### src/rtl/uart_pkg.sv
// Shared UART definitions: byte width, default FIFO depth and TX-FIFO launch FSM states.
package uart_pkg;
  localparam int UART_BYTE_W             = 8;
  localparam int UART_FIFO_DEPTH_DEFAULT = 16;

  typedef enum logic [1:0] {
    IDLE      = 2'd0,
    ARM       = 2'd1,
    WAIT_DONE = 2'd2
  } uart_tx_fifo_state_t;
endpackage

### src/rtl/uart_tx_fifo_byte_fifo.sv
// byte_fifo: circular byte buffer with registered occupancy count; shared by the TX and RX paths.
module byte_fifo
  import uart_pkg::*;
#(
  parameter  int DEPTH = UART_FIFO_DEPTH_DEFAULT,
  localparam int CNT_W = $clog2(DEPTH) + 1,
  localparam int PTR_W = $clog2(DEPTH)
) (
  input  logic                   clk_i,
  input  logic                   rst_n_i,
  input  logic                   wr_en_i,
  input  logic [UART_BYTE_W-1:0] wr_data_i,
  input  logic                   rd_en_i,
  output logic [UART_BYTE_W-1:0] rd_data_o,
  output logic                   full_o,
  output logic                   empty_o,
  output logic [CNT_W-1:0]       count_o
);

  logic [UART_BYTE_W-1:0] r_mem [DEPTH];
  logic [PTR_W-1:0]       r_wr_ptr;
  logic [PTR_W-1:0]       r_rd_ptr;
  logic [CNT_W-1:0]       r_count;
  logic                   w_full;
  logic                   w_empty;
  logic                   w_push;
  logic                   w_pop;

  assign w_full  = (r_count == CNT_W'(DEPTH));
  assign w_empty = (r_count == {CNT_W{1'b0}});
  // A write while full is dropped even if a pop frees a slot in the same cycle.
  assign w_push  = wr_en_i && !w_full;
  assign w_pop   = rd_en_i && !w_empty;

  always_ff @(posedge clk_i) begin
    if (!rst_n_i) begin
      r_wr_ptr <= {PTR_W{1'b0}};
      r_rd_ptr <= {PTR_W{1'b0}};
      r_count  <= {CNT_W{1'b0}};
    end else begin
      if (w_push) begin
        r_wr_ptr <= r_wr_ptr + PTR_W'(1);
      end
      if (w_pop) begin
        r_rd_ptr <= r_rd_ptr + PTR_W'(1);
      end
      case ({w_push, w_pop})
        2'b10:   r_count <= r_count + CNT_W'(1);
        2'b01:   r_count <= r_count - CNT_W'(1);
        default: r_count <= r_count;
      endcase
    end
  end

  always_ff @(posedge clk_i) begin
    if (w_push) begin
      r_mem[r_wr_ptr] <= wr_data_i;
    end
  end

  assign rd_data_o = r_mem[r_rd_ptr];
  assign full_o    = w_full;
  assign empty_o   = w_empty;
  assign count_o   = r_count;

endmodule

### src/rtl/uart_tx_fifo.sv
// uart_tx_fifo: buffers bytes and launches them one frame at a time into the UART transmitter.
// Optional sticky overflow flag enabled by defining UART_TX_FIFO_OVF_EN.
module uart_tx_fifo
  import uart_pkg::*;
#(
  parameter  int DEPTH = UART_FIFO_DEPTH_DEFAULT,
  localparam int CNT_W = $clog2(DEPTH) + 1
) (
  input  logic                   clk_i,
  input  logic                   rst_n_i,
  input  logic [UART_BYTE_W-1:0] wr_data_i,
  input  logic                   wr_en_i,
  output logic                   full_o,
  output logic                   empty_o,
  output logic [CNT_W-1:0]       count_o,
  output logic [UART_BYTE_W-1:0] uart_tx_data_o,
  output logic                   uart_tx_trigger_o,
  input  logic                   uart_tx_complete_i
`ifdef UART_TX_FIFO_OVF_EN
  ,
  output logic                   overflow_o,
  input  logic                   overflow_clr_i
`endif
);

  uart_tx_fifo_state_t    r_state;
  logic [UART_BYTE_W-1:0] r_tx_data;
  logic                   r_trigger;
  logic [UART_BYTE_W-1:0] w_rd_data;
  logic                   w_full;
  logic                   w_empty;
  logic                   w_pop;

  byte_fifo #(.DEPTH(DEPTH)) u_fifo (
    .clk_i     (clk_i),
    .rst_n_i   (rst_n_i),
    .wr_en_i   (wr_en_i),
    .wr_data_i (wr_data_i),
    .rd_en_i   (w_pop),
    .rd_data_o (w_rd_data),
    .full_o    (w_full),
    .empty_o   (w_empty),
    .count_o   (count_o)
  );

  // Launch only when the transmitter reports idle, so a finished frame never retriggers.
  assign w_pop = (r_state == IDLE) && !w_empty && uart_tx_complete_i;

  always_ff @(posedge clk_i) begin
    if (!rst_n_i) begin
      r_state   <= IDLE;
      r_tx_data <= {UART_BYTE_W{1'b0}};
      r_trigger <= 1'b0;
    end else begin
      case (r_state)
        IDLE: begin
          if (w_pop) begin
            r_tx_data <= w_rd_data;
            r_trigger <= 1'b1;
            r_state   <= ARM;
          end
        end
        ARM: begin
          if (!uart_tx_complete_i) begin
            r_trigger <= 1'b0;
            r_state   <= WAIT_DONE;
          end
        end
        WAIT_DONE: begin
          if (uart_tx_complete_i) begin
            r_state <= IDLE;
          end
        end
        default: begin
          r_trigger <= 1'b0;
          r_state   <= IDLE;
        end
      endcase
    end
  end

`ifdef UART_TX_FIFO_OVF_EN
  logic r_overflow;
  logic w_drop;

  assign w_drop = wr_en_i && w_full;

  // Set has priority over clear so a drop in the clearing cycle is not lost.
  always_ff @(posedge clk_i) begin
    if (!rst_n_i) begin
      r_overflow <= 1'b0;
    end else if (w_drop) begin
      r_overflow <= 1'b1;
    end else if (overflow_clr_i) begin
      r_overflow <= 1'b0;
    end
  end

  assign overflow_o = r_overflow;
`endif

  assign full_o            = w_full;
  assign empty_o           = w_empty;
  assign uart_tx_data_o    = r_tx_data;
  assign uart_tx_trigger_o = r_trigger;

endmodule

### config.mk
export PLATFORM = sky130hd
export DESIGN_NAME = uart_tx_fifo
export DESIGN_NICKNAME = d
export VERILOG_FILES = /design/src/rtl/uart_pkg.sv /design/src/rtl/uart_tx_fifo_byte_fifo.sv /design/src/rtl/uart_tx_fifo.sv
export SDC_FILE = /design/constraint.sdc
export NUM_CORES = 1
export LEC_CHECK = 0
export CAP_MARGIN = 20
export CORE_ASPECT_RATIO = 1.1
export CORE_UTILIZATION = 50
export DETAILED_ROUTE_END_ITERATION = 7
export GPL_TIMING_DRIVEN = 0
export HOLD_SLACK_MARGIN = 0.02
export PLACE_DENSITY = 0.72
export SYNTH_ARGS = -nofsm -noshare
export SYNTH_HDL_FRONTEND = slang
export SYNTH_SLANG_ARGS = --single-unit
### constraint.sdc
create_clock -name clk_i -period 3 [get_ports clk_i]
set_input_delay 0.6 -clock clk_i [delete_from_list [all_inputs] [get_ports clk_i]]
set_output_delay 0.6 -clock clk_i [all_outputs]
set_load 0.05 [all_outputs]
==> impl_metrics.ini, run 1 <==
[setup_path]
timing.rr.start = u_fifo.count_o[2]$_SDFFE_PN0P_
cpLargestDelayFamily = buffers and inverters
cp-start-kind = primary input
endpoint_kind = flop
worstSetupPathDepth = 11
critPathLaunch = uart_tx_complete_i
critPathArrivalTime_ps = 3190
worstPathCellList = clkdlybuf4s50_1 > nor3b_4 > a21boi_2 > buf_6 > ha_4 > xor2_1 > ha_1 > a21oi_1 > or3_1 > a31oi_1 > mux2i_1
worstPathMaxFanout = 11
critPathMaxStageDelay_ps = 510
cp_slowest_cell = clkdlybuf4s50_1
required_ps = 3330
worst_r2r_path_depth = 11
path_buf_inv = 2
critPathKind = primary input to flop

[detailed_routing]
drc = 0
via_per_inst = 5.64
vias = 3414
ant_nets = 0
first_iter_violations = 305
drt_pass1_iterations = 5
wl_per_cell_um = 20.6
postRouteWirelength_um = 12400

[sta]
fmax_ghz = 0.351
finalHoldViolations = 0
finalCritPeriodShare = 0.951
slew_headroom = 0.360
slew_violations = 0
clock_skew_ps = 5.38
worst_slew_pin_slew_ps = 956
setup_viol = 0
rsz0062_at_grt = no
post-route-min-period_ps = 2850
setup_tns_ps = 0
setup_ws_ps = 148

[status]
status = finished clean

[synth]
synthTopCellsByArea = edfxtp_1 63%, mux2i_1 8.0%, dfxtp_1 7.8%
synth_top_area_cell = edfxtp_1
yosysSeqAreaShare = 0.704
yosys_register_bits = 152
syn_area_sq_um = 6140
synth_fp_nets = 409
synth-warning-count = 0
syn_area_per_cell_sq_um = 15.8
synth_top_area_share = 0.626
netlist_instances = 389
synth.distinct_cells = 44

[placed_design]
port_buffers = 27
dp_hpwl_um = 8270
finalWeightedCongestion = 0.812
dp_slack_ps = -1110

[cts]
cts_root_buffer = clkbuf_16
cts_tree = built
cts-buffers-inserted = 17
max-clock-path-buffers = 2
postCtsSetupRepairBufs = 0
htreeDepth = 4
cts-hold-fix-buffers = 0
cts.sinks = 152
clk_pin_slew_ps = 60
clock_latency_ps = 410

[die]
die_area_sq_um = 12700
die_w_um = 108
num_io_pins = 28
fp.dieH_um = 118
num_rows = 42
start_util = 0.513
coreArea_sq_um = 12000

[cells_and_area]
synthToLayoutAreaGrowth_pct = 19.2
fill_cells = 866
final_common_cell = edfxtp_1
multiInputGateArea_sq_um = 1700
final_util = 0.611
diodes = 0
regArea_sq_um = 4330
drive_gt1_frac = 0.149
final_cell_mix = 128 x edfxtp_1, 49 x mux2i_1, 28 x nor2_1, 25 x clkdlybuf4s50_1, 23 x o22ai_1
final_nets = 458

[hold_path]
whs_path_depth = 2
hold_class = flop to flop
hp-start = uart_tx_trigger_o$_SDFFE_PN0P_

[power_and_ir_drop]
ir_drop_uv = 620
p_leak_uw = 0.00237
finalPower_uw = 6330
p_per_area_nw_per_um2 = 865

[global_routing]
grt_pass1_wl_um = 19300
grt_pass1_vias = 3533
overflow = 0
grt_use_total = 0.214
grt_antenna_before_repair = 0
grt_max_degree = 17

[flow_run]
drv_cap = 0
metrics by stage:
stage,hold slack [ps],cells,cell area [sq um]
2_1_floorplan,461,389,6150
3_3_place_gp,474,570,6610
3_5_place_dp,497,574,6640
4_1_cts,525,605,7300
5_1_grt,549,605,7330
6_report,518,605,7330
Yosys cell counts:
cell       number
a2111oi_0       5
or3b_1          1
a32oi_1         1
and3_1          1
xor2_1          7
a21o_1          1
o21ai_0        11
a22oi_1         3
nand2b_1        3
nor3b_1         1
or3b_2          1
or2_2           1
nand3b_1        2
clkbuf_1       11
a2111oi_2       1
buf_2          10
o211ai_1        3
mux4_1          4
a31oi_1         3
mux4_2          6
nor4b_1         1
and3_2          1
buf_8           1
edfxtp_1      128
or4_1           1
dfxtp_1        24
a21boi_1        1
buf_6           2
nor2b_1         4
o211ai_4        1
a21oi_1        10
ha_1            8
nor3_1          6
a21boi_0        1
o22ai_1        23
nand2_1         8
mux2i_1        49
buf_1           1
inv_1           6
nand3_1         1
nor4_1          2
xnor2_1         3
nor2_1         28
or3_1           3
registers in the layout, summed over array words and instances, names as in the netlist:
name and count:
u_fifo.r_mem 128, uart_tx_trigger_o 1, u_fifo.count_o 5, u_fifo.r_wr_ptr 4
u_fifo.r_rd_ptr 4, uart_tx_data_o 8, r_state 2
worst paths after layout:
check | slack [ps] | endpoint
setup reg to reg | 290 | u_fifo.count_o[4]$_SDFFE_PN0P_
hold / removal | 520 | uart_tx_trigger_o$_SDFFE_PN0P_
hold reg to reg | 520 | uart_tx_trigger_o$_SDFFE_PN0P_
setup / recovery | 150 | u_fifo.count_o[4]$_SDFFE_PN0P_
worst register-to-register path, stage by stage, from the launching register on:
cell and delay, ps:
dfxtp_2 320, buf_2 170, nor4_2 390, a21boi_2 190, inv_1 150, ha_4 200, xor2_1 160, ha_1 170
a21oi_1 70, or3_1 360, a31oi_1 230, mux2i_1 220
per-layer routing:
metal	wire, um	GRT usage	vias up
met1	4900	0.253	1674
met3	637	0.0480	15
li1	-	-	1610
met4	235	0.104	0
met5	0	0	-
met2	6670	0.364	115
kinds of logic (layout without fill, tap and decap cells):
group | after synthesis | after routing | share of synthesized area
compound gates | 64 | 64 | 0.0690
fa+ha+maj | 8 | 8 | 0.0163
xor+xnor | 10 | 10 | 0.0143
simple gates | 65 | 65 | 0.0523
flops | 152 | 152 | 0.704
buf+inv | 31 | 93 | 0.0253
mux | 59 | 59 | 0.119
power breakdown:
| part | switching, uW | leakage, uW | internal (uW) |
|---|---|---|---|
| Combinational | 951 | 0.000712 | 551 |
| Clock | 811 | 0.000307 | 1500 |
| Sequential | 86.3 | 0.00135 | 2440 |
| Total | 1850 | 0.00237 | 4480 |
layout make-up:
type                    count  area share
plain buffers              24      0.0186
inverters                   6     0.00307
clock buffers              20      0.0610
clock inverters            12      0.0273
repair buffers             31      0.0406
flip-flops and latches    152       0.591
multi-input cells         206       0.232
well taps                 154      0.0263
timing repair:
item | CTS | global route
endpoints found under the setup margin | 6 | 2
gates resized for setup | 7 | 7
pin swaps | 0 | 0
hold endpoints to repair | 0 | 0
(Power assumes the default switching activity.)
==> inputs of run 2 (changes only) <==
--- a/config.mk
+++ b/config.mk
@@ -11,6 +11,7 @@
 export DETAILED_ROUTE_END_ITERATION = 7
 export GPL_TIMING_DRIVEN = 0
 export HOLD_SLACK_MARGIN = 0.02
+export MAX_ROUTING_LAYER = met4
 export PLACE_DENSITY = 0.72
 export SYNTH_ARGS = -nofsm -noshare
 export SYNTH_HDL_FRONTEND = slang
==> run 2 against run 1 <==
Routed wire length grew 0.52%; sequential cell count unchanged; highest routed layer unchanged; sequential power hardly changed; setup slack improved by 0.92 ps; sequential share of layout area shrank 0.060 points; largest cell class unchanged; clock skew is 6.1 ps higher; total power rose by 0.13%.
==> impl_metrics.ini, run 2 (same netlist as run 1, synthesis figures left out) <==
[power_and_ir_drop]
swShare = 0.292
p_switching_uw = 1850
p_per_area_nw_per_um2 = 865
internal_power_uw = 4490
pwr-share-comb = 0.238
power_frac_seq = 0.397
clock_power_share = 0.364
ir_drop_uv = 630
p_leak_uw = 0.00238

[sta]
worst_slew_pin_slew_ps = 946
post-route-min-period_ps = 2850
fmax_ghz = 0.351
slew_headroom = 0.367
finalHoldViolations = 0
rsz0062_at_grt = no
setup_viol = 0
clock_skew_ps = 11.5
slew_violations = 0
finalCritPeriodShare = 0.950
setup_ws_ps = 149

[cts]
clock_latency_ps = 420
cts-buffers-inserted = 17
htreeDepth = 4
clk_pin_slew_ps = 60
max-clock-path-buffers = 2
cts_root_buffer = clkbuf_16
cts_tree = built
cts.sinks = 152

[detailed_routing]
drc = 0
ant_nets = 0
wl_per_cell_um = 20.6
vias = 3445
first_iter_violations = 311
top_layer_used = met4
met1Wirelength_um = 4910
drt_pass1_iterations = 5
routed-wl-met3_um = 595
wl_met2_um = 6680
via_per_inst = 5.68
postRouteWirelength_um = 12500

[placed_design]
dp_slack_ps = -1110
port_buffers = 27
finalWeightedCongestion = 0.823
dp_hpwl_um = 8270

[flow_run]
drv_cap = 0

[die]
start_util = 0.513
die_area_sq_um = 12700
die_w_um = 108
fp.dieH_um = 118
coreArea_sq_um = 12000
num_io_pins = 28
num_rows = 42

[global_routing]
grt_max_degree = 17
grt_pass1_wl_um = 19200
grt_pass1_vias = 3521
grt_antenna_before_repair = 0
overflow = 0
grt_use_total = 0.218

[cells_and_area]
largest_register_ff_count = 128
drive_gt1_frac = 0.150
diodes = 0
regMostFlops = u_fifo.r_mem
final_nets = 459
final_util = 0.612
synthToLayoutAreaGrowth_pct = 19.4
final_common_cell = edfxtp_1
final_cell_mix = 128 x edfxtp_1, 49 x mux2i_1, 28 x nor2_1, 25 x clkdlybuf4s50_1, 23 x o22ai_1

[setup_path]
critPathMaxStageDelay_ps = 510
cp-start-kind = primary input
required_ps = 3340
endpoint_kind = flop
critPathKind = primary input to flop
cpLargestDelayFamily = buffers and inverters
ff2ff_setup_slack_ps = 290
worstPathCellList = clkdlybuf4s50_1 > nor3b_4 > a21boi_2 > buf_6 > ha_4 > xor2_1 > ha_1 > a21oi_1 > or3_1 > a31oi_1 > mux2i_1
cp_slowest_cell = clkdlybuf4s50_1
worstPathMaxFanout = 11
path_buf_inv = 2
critPathArrivalTime_ps = 3190

[status]
status = finished clean

[hold_path]
hold_class = flop to flop
run 2: cell types whose count changed in the layout (fill, tap and decap cells not counted):
| cell | previous run | this run |
|---|---|---|
| buf_4 | 4 | 5 |
run 2: through the flow:
| stage | total power, uW | cells | setup TNS, ps | hold slack [ps] | instance area [sq um] |
|---|---|---|---|---|---|
| 2_1_floorplan | 3550 | 389 | 0 | 461 | 6150 |
| 4_1_cts | 6330 | 605 | 0 | 525 | 7300 |
| 6_report | 6340 | 606 | 0 | 519 | 7330 |
| 3_3_place_gp | 3980 | 570 | -11120 | 474 | 6610 |
| 5_1_grt | 6560 | 606 | 0 | 549 | 7330 |
| 3_5_place_dp | 4030 | 574 | -4310 | 497 | 6640 |
run 2: layout make-up:
class / instances / area [sq um]
Clock inverter: 12 / 200
Timing Repair Buffer: 32 / 305
Multi-Input combinational cell: 206 / 1700
Fill cell: 866 / 4650
Buffer: 24 / 136
Sequential cell: 152 / 4330
Tap cell: 154 / 193
Clock buffer: 20 / 447
Inverter: 6 / 22.5
run 2: worst paths after layout:
kind	cells after the start	end	startpoint
hold reg to reg	2	uart_tx_trigger_o$_SDFFE_PN0P_	uart_tx_trigger_o$_SDFFE_PN0P_
setup / recovery	11	u_fifo.count_o[4]$_SDFFE_PN0P_	uart_tx_complete_i
hold / removal	2	uart_tx_trigger_o$_SDFFE_PN0P_	uart_tx_trigger_o$_SDFFE_PN0P_
setup reg to reg	11	u_fifo.count_o[4]$_SDFFE_PN0P_	u_fifo.count_o[2]$_SDFFE_PN0P_
run 2: worst min-delay path, delay by kind of cell (launching register included):
| family | cells | cell delay [ps] |
|---|---|---|
| DFF | 1 | 330 |
| and+or+nand+nor | 1 | 80 |
| AOI/OAI and AO/OA | 1 | 70 |
run 2: timing repair:
action | CTS | global route
endpoints found under the setup margin | 6 | 2
resized for setup | 7 | 7
setup buffers | 0 | 1
hold buffers | 0 | 0
run 2: power by group through the flow:
stage               sequential (uW)  clock [uW]  combinational (uW)
floorplan                      2810           0                 741
global placement               2550           0                1430
detailed placement             2560           0                1470
CTS                            2520        2330                1480
global route                   2540        2420                1600
finish                         2520        2310                1510
run 2: metal layers:
layer	global-route usage	up-vias
li1	-	1608
met2	0.367	119
met3	0.0381	31
met1	0.253	1687
met5	-	-
met4	0.102	0
==> RTL edit 1, RTL diff (flow settings as in run 2) <==
Set the package constant `UART_BYTE_W` to 10 (it was 8).
--- a/src/rtl/uart_pkg.sv
+++ b/src/rtl/uart_pkg.sv
@@ -1,6 +1,6 @@
 // Shared UART definitions: byte width, default FIFO depth and TX-FIFO launch FSM states.
 package uart_pkg;
-  localparam int UART_BYTE_W             = 8;
+  localparam int UART_BYTE_W             = 10;
   localparam int UART_FIFO_DEPTH_DEFAULT = 16;
 
   typedef enum logic [1:0] {
Ports: changed (resized uart_tx_data_o and wr_data_i); port bits go from 28 to 32. No check against the original RTL was run, so the function may have changed too.
==> RTL edit 1 against run 2 <==
Global-route usage fell by 1.3 points. Total power increased by 13%. Setup slack worse by 0.0040 ns. Register-to-register slack got worse by 0.02 ns. Sequential cell count is 34 higher. Critical path depth stayed put. Cell area increased by 18%. Area after synthesis is 21% higher. Synthesized cell count increased by 16%. Via count is 19% higher. Clock power shrank 5%. Non-clock buffer count increased by 7. Routed wire length up 16%. Critical path type unchanged. Highest routed layer unchanged.
==> RTL edit 1: results (changes against run 2) <==
Synthesis
  • Number of synthesized flops with an enable pin: 160 (+25%)
  • Synth unique cells: 42 (-4.5%)
  • List of most frequent post-synthesis cells: 160 x edfxtp_1, 59 x mux2i_1, 29 x nor2_1
  • Avg Cell Area, Syn: 16.37 sq um (+3.6%)
  • Post-synthesis sequential area ratio: 71.83% (+1.4 points)
  • Mapped Nets: 475 (+16%)

Placed design
  • Dpl cell area: 0.007990 sq mm (+20%)
  • Dpl cells: 676 (+18%)
  • Routability cong.: 0.8215 (-0.23%)
  • Pre-CTS setup slack: -0.9138 ns (+0.1975 ns)

STA
  • Tmin final: 2.855 ns (+0.004005 ns)
  • WHS: 0.5061 ns (-0.01272 ns)

Cells and area
  • Biggest register: u_fifo.r_mem
  • Post-Layout Cell Count: 712 (+17%)
  • Nets: 529 (+15%)
  • Layout cell share with drive strength beyond 1: 17.31% (+2.3 points)
  • Max reg flops: 160 (+25%)

Run status
  • Status: finished clean

Power and ir drop
  • Max IR drop VDD: 0.0005156 V (-18%)
  • NetSw: 2172 uW (+17%)
  • Leak pwr: 0.002786 uW (+17%)

Detailed routing
  • Vias/cell: 5.760 (+1.3%)
  • DRT iter0 DRCs: 217 (-30%)
  • Routed len/inst: 20.31 microns (-1.6%)
  • Drt first pass iters: 4 (-1)

GRT
  • First-pass GRT wire length: 21.94 mm (+14%)
  • All-layer global routing usage: 20.53% (-1.3 points)

Setup path
  • Critical path arrival: 3.21 ns (+0.02 ns)
  • CP max FO: 11 (unchanged)
  • R2R Setup Slk: 0.27 ns (-0.02 ns)
-- RTL edit 1: changes by cell type after synthesis, sizes merged, moves of 2 or more --
cell	delta
nor3	+2
edfxtp	+32
mux2i	+10
o21ai	+2
nand2	+2
buf	+4
a31oi	+3
dfxtp	+2
o22ai	+5
mux4	+3
-- RTL edit 1: what timing repair did --
action,in CTS,in global routing
gates resized for setup,9,3
endpoints found under the setup margin,5,2
pin swaps,0,0
setup buffers,0,2
gates cloned,0,0
-- RTL edit 1: layer usage --
layer | track usage, % | share of wire [%] | up-vias
met5 | - | 0 | -
met4 | 6.712 | 2.0 | 0
met3 | 4.633 | 5.8 | 26
met2 | 35.54 | 52 | 143
met1 | 23.93 | 41 | 2055
li1 | - | - | 1877
-- RTL edit 1: layout make-up --
type | instances | area, sq um | share of cell area (%)
flip-flops and latches | 186 | 5330 | 61.44
multi-input cells | 233 | 1963 | 22.63
well taps | 192 | 240.2 | 2.769
inverters | 6 | 22.52 | 0.2596
plain buffers | 27 | 176.4 | 2.033
clock inverters | 12 | 137.6 | 1.586
repair buffers | 36 | 349.1 | 4.024
clock buffers | 20 | 456.7 | 5.264
-- RTL edit 1: power by group through the flow --
stage / Clock (uW) / Sequential (uW) / Combinational (uW)
finish: 2200 / 3090 / 1870
floorplan: 0 / 3420 / 979
global placement: 0 / 3120 / 1780
CTS: 2220 / 3080 / 1850
detailed placement: 0 / 3130 / 1820
global route: 2310 / 3110 / 1990
-- RTL edit 1: logic make-up after synthesis --
logic type	count (synthesis)	synth area share (%)
flops	186	71.83
mux	72	11.92
compound gates	73	6.414
buf+inv	34	2.599
xor+xnor	10	1.182
simple gates	70	4.709
fa+ha+maj	8	1.350
==> RTL edit 2, RTL diff (settings of run 2) <==
Without the edit above. Register the output `count_o`, cleared by the reset; this adds one clock of latency there. The other outputs are not delayed to match.
--- a/src/rtl/uart_tx_fifo.sv
+++ b/src/rtl/uart_tx_fifo.sv
@@ -23,6 +23,8 @@
 `endif
 );
 
+  logic [CNT_W-1:0] count_d;
+
   uart_tx_fifo_state_t    r_state;
   logic [UART_BYTE_W-1:0] r_tx_data;
   logic                   r_trigger;
@@ -40,7 +42,7 @@
     .rd_data_o (w_rd_data),
     .full_o    (w_full),
     .empty_o   (w_empty),
-    .count_o   (count_o)
+    .count_o   (count_d)
   );
 
   // Launch only when the transmitter reports idle, so a finished frame never retriggers.
@@ -104,5 +106,13 @@
   assign uart_tx_data_o    = r_tx_data;
   assign uart_tx_trigger_o = r_trigger;
 
+  always_ff @(posedge clk_i) begin
+    if (!rst_n_i) begin
+      count_o <= '0;
+    end else begin
+      count_o <= count_d;
+    end
+  end
+
 endmodule
 
Function: changed (Yosys sat finds a counterexample within 4 cycles, from zero or initial values and one cycle with rst_n_i low).
==> RTL edit 2 against run 2 <==
Setup slack lost 0.14 ns. Sequential share of layout area increased by 0.46 points. Area after synthesis grew 2.8%. Maximum frequency decreased by 4.7%. Die area is 2.7% higher. Combinational power shrank 7%. Sequential power rose by 4%. First-iteration DRC count grew 8.7%. Sequential cell count increased by 5. Synthesized cell count grew 11%. Hold slack lost 0.012 ns. Cell area rose by 1.4%. Total power is 3.7% lower. Routed wire length grew 9.0%. Largest power group unchanged. Highest routed layer unchanged.
==> RTL edit 2: results (changes against run 2) <==
Synthesis
  • Top cells by area, synth: edfxtp_1 61%, mux2i_1 11%, dfxtp_1 9.2%
  • Xor-xnor portion of the synthesized cell area: 0.9711% (-0.45 points)
  • Post-synthesis sequential area ratio: 70.08% (-0.31 points)
  • Total number of yosys warnings: 0 (unchanged)
  • Synth unique cells: 41 (-6.8%)
  • List of most frequent post-synthesis cells: 128 x edfxtp_1, 69 x mux2i_1, 29 x dfxtp_1
  • Complex-gate fraction of the synthesized area: 7.035% (+0.13 points)
  • Synth Area in Adders: 1.585% (-0.044 points)
  • Mapped Nets: 450 (+10%)

Worst hold path
  • Cells on Worst Hold Path: 1 (-1)
  • Worst Hold Path EP: r_state[0]
  • Min-Delay Startpoint: r_state[1]

Setup path
  • Worst Setup SP: u_fifo.count_o[1]
  • Critical path arrival: 3.31 ns (+0.12 ns)
  • R2R Setup Slk: 0.009 ns (-0.28 ns)
  • CP max FO: 9 (-2)
  • Worst path slowest cell: or4_4
  • Top delay family on crit path: simple AND/OR/NAND/NOR gates

Detailed routing
  • Routed len/inst: 21.03 microns (+2.0%)
  • DRT iter0 DRCs: 338 (+8.7%)
  • Vias/cell: 5.847 (+2.9%)

Cells and area
  • #MultiIn Comb: 239 (+16%)
  • Nets: 501 (+9.2%)
  • Syn-to-layout area delta: 17.82%
  • Data buffer area share: 5.854% (-0.17 points)
  • Layout cell share with drive strength beyond 1: 12.55% (-2.5 points)
  • Signal buffers: 58 (+3.6%)
  • Seq/total area: 59.48% (+0.46 points)
  • Clock buf count: 19 (-5.0%)
  • Clock network contribution to total cell area: 7.738% (-1.1 points)

GRT
  • All-layer global routing usage: 23.48% (+1.7 points)
  • First-pass GRT wire length: 20.89 mm (+8.7%)
  • Vias in the first global route: 3,703 (+5.2%)

Power and ir drop
  • Leak pwr: 0.002362 uW (-0.64%)
  • NetSw: 1865 uW (+0.59%)
  • Max IR drop VDD: 0.0005020 V (-20%)

Floorplanning
  • Initial Utilization: 51.79% (+0.51 points)

STA
  • Final Skew: 0.009259 ns (-0.002261 ns)
  • Final worst-path cycle share: 99.69% (+4.7 points)
  • Worst Max-Slew Pin Slew: 0.9168 ns (-0.02941 ns)
  • WHS: 0.5068 ns (-0.01201 ns)

CTS
  • Post-CTS Setup Bufs: 3 (+3)
  • Num Clock Sinks: 157 (+3.3%)
  • CTS max path bufs: 2 (unchanged)
  • CTS resizes: 4 (-3)

Placed design
  • Pre-CTS setup slack: -0.5851 ns (+0.5262 ns)
  • Detailed placer's ending HPWL: 8.951 mm (+8.3%)
  • Dpl cell area: 0.006833 sq mm (+2.9%)
  • Routability cong.: 0.8232 (about the same)

Run status
  • Status: finished clean
==> RTL edit 2: cell types whose count changed after synthesis, moves of 5 or more <==
cell,change
mux2i_1,+20
a2111oi_0,-5
nor3_1,+8
mux4_2,-6
o21ai_1,+5
o221ai_1,+6
dfxtp_1,+5
==> RTL edit 2: power by group through the flow <==
stage	Sequential, uW	Clock [uW]	Combinational (uW)
6_report	2610	2090	1410
5_1_grt	2630	2200	1510
3_5_place_dp	2650	0	1380
4_1_cts	2610	2110	1400
2_1_floorplan	2870	0	710
3_3_place_gp	2640	0	1340
==> RTL edit 2: routing by layer <==
layer / global-route usage (%) / up-vias / share of wire, %
li1: - / 1738 / -
met1: 29.50 / 1868 / 42
met2: 36.60 / 158 / 49
met3: 5.269 / 25 / 6.7
met4: 9.882 / 0 / 1.8
met5: - / - / 0
==> RTL edit 2: stage by stage <==
stage	utilization, %	instances	power [uW]
CTS	60.89	648	6119
global placement	55.90	611	3988
floorplan	-	430	3575
finish	61.01	648	6108
global route	61.01	648	6333
detailed placement	56.04	614	4036
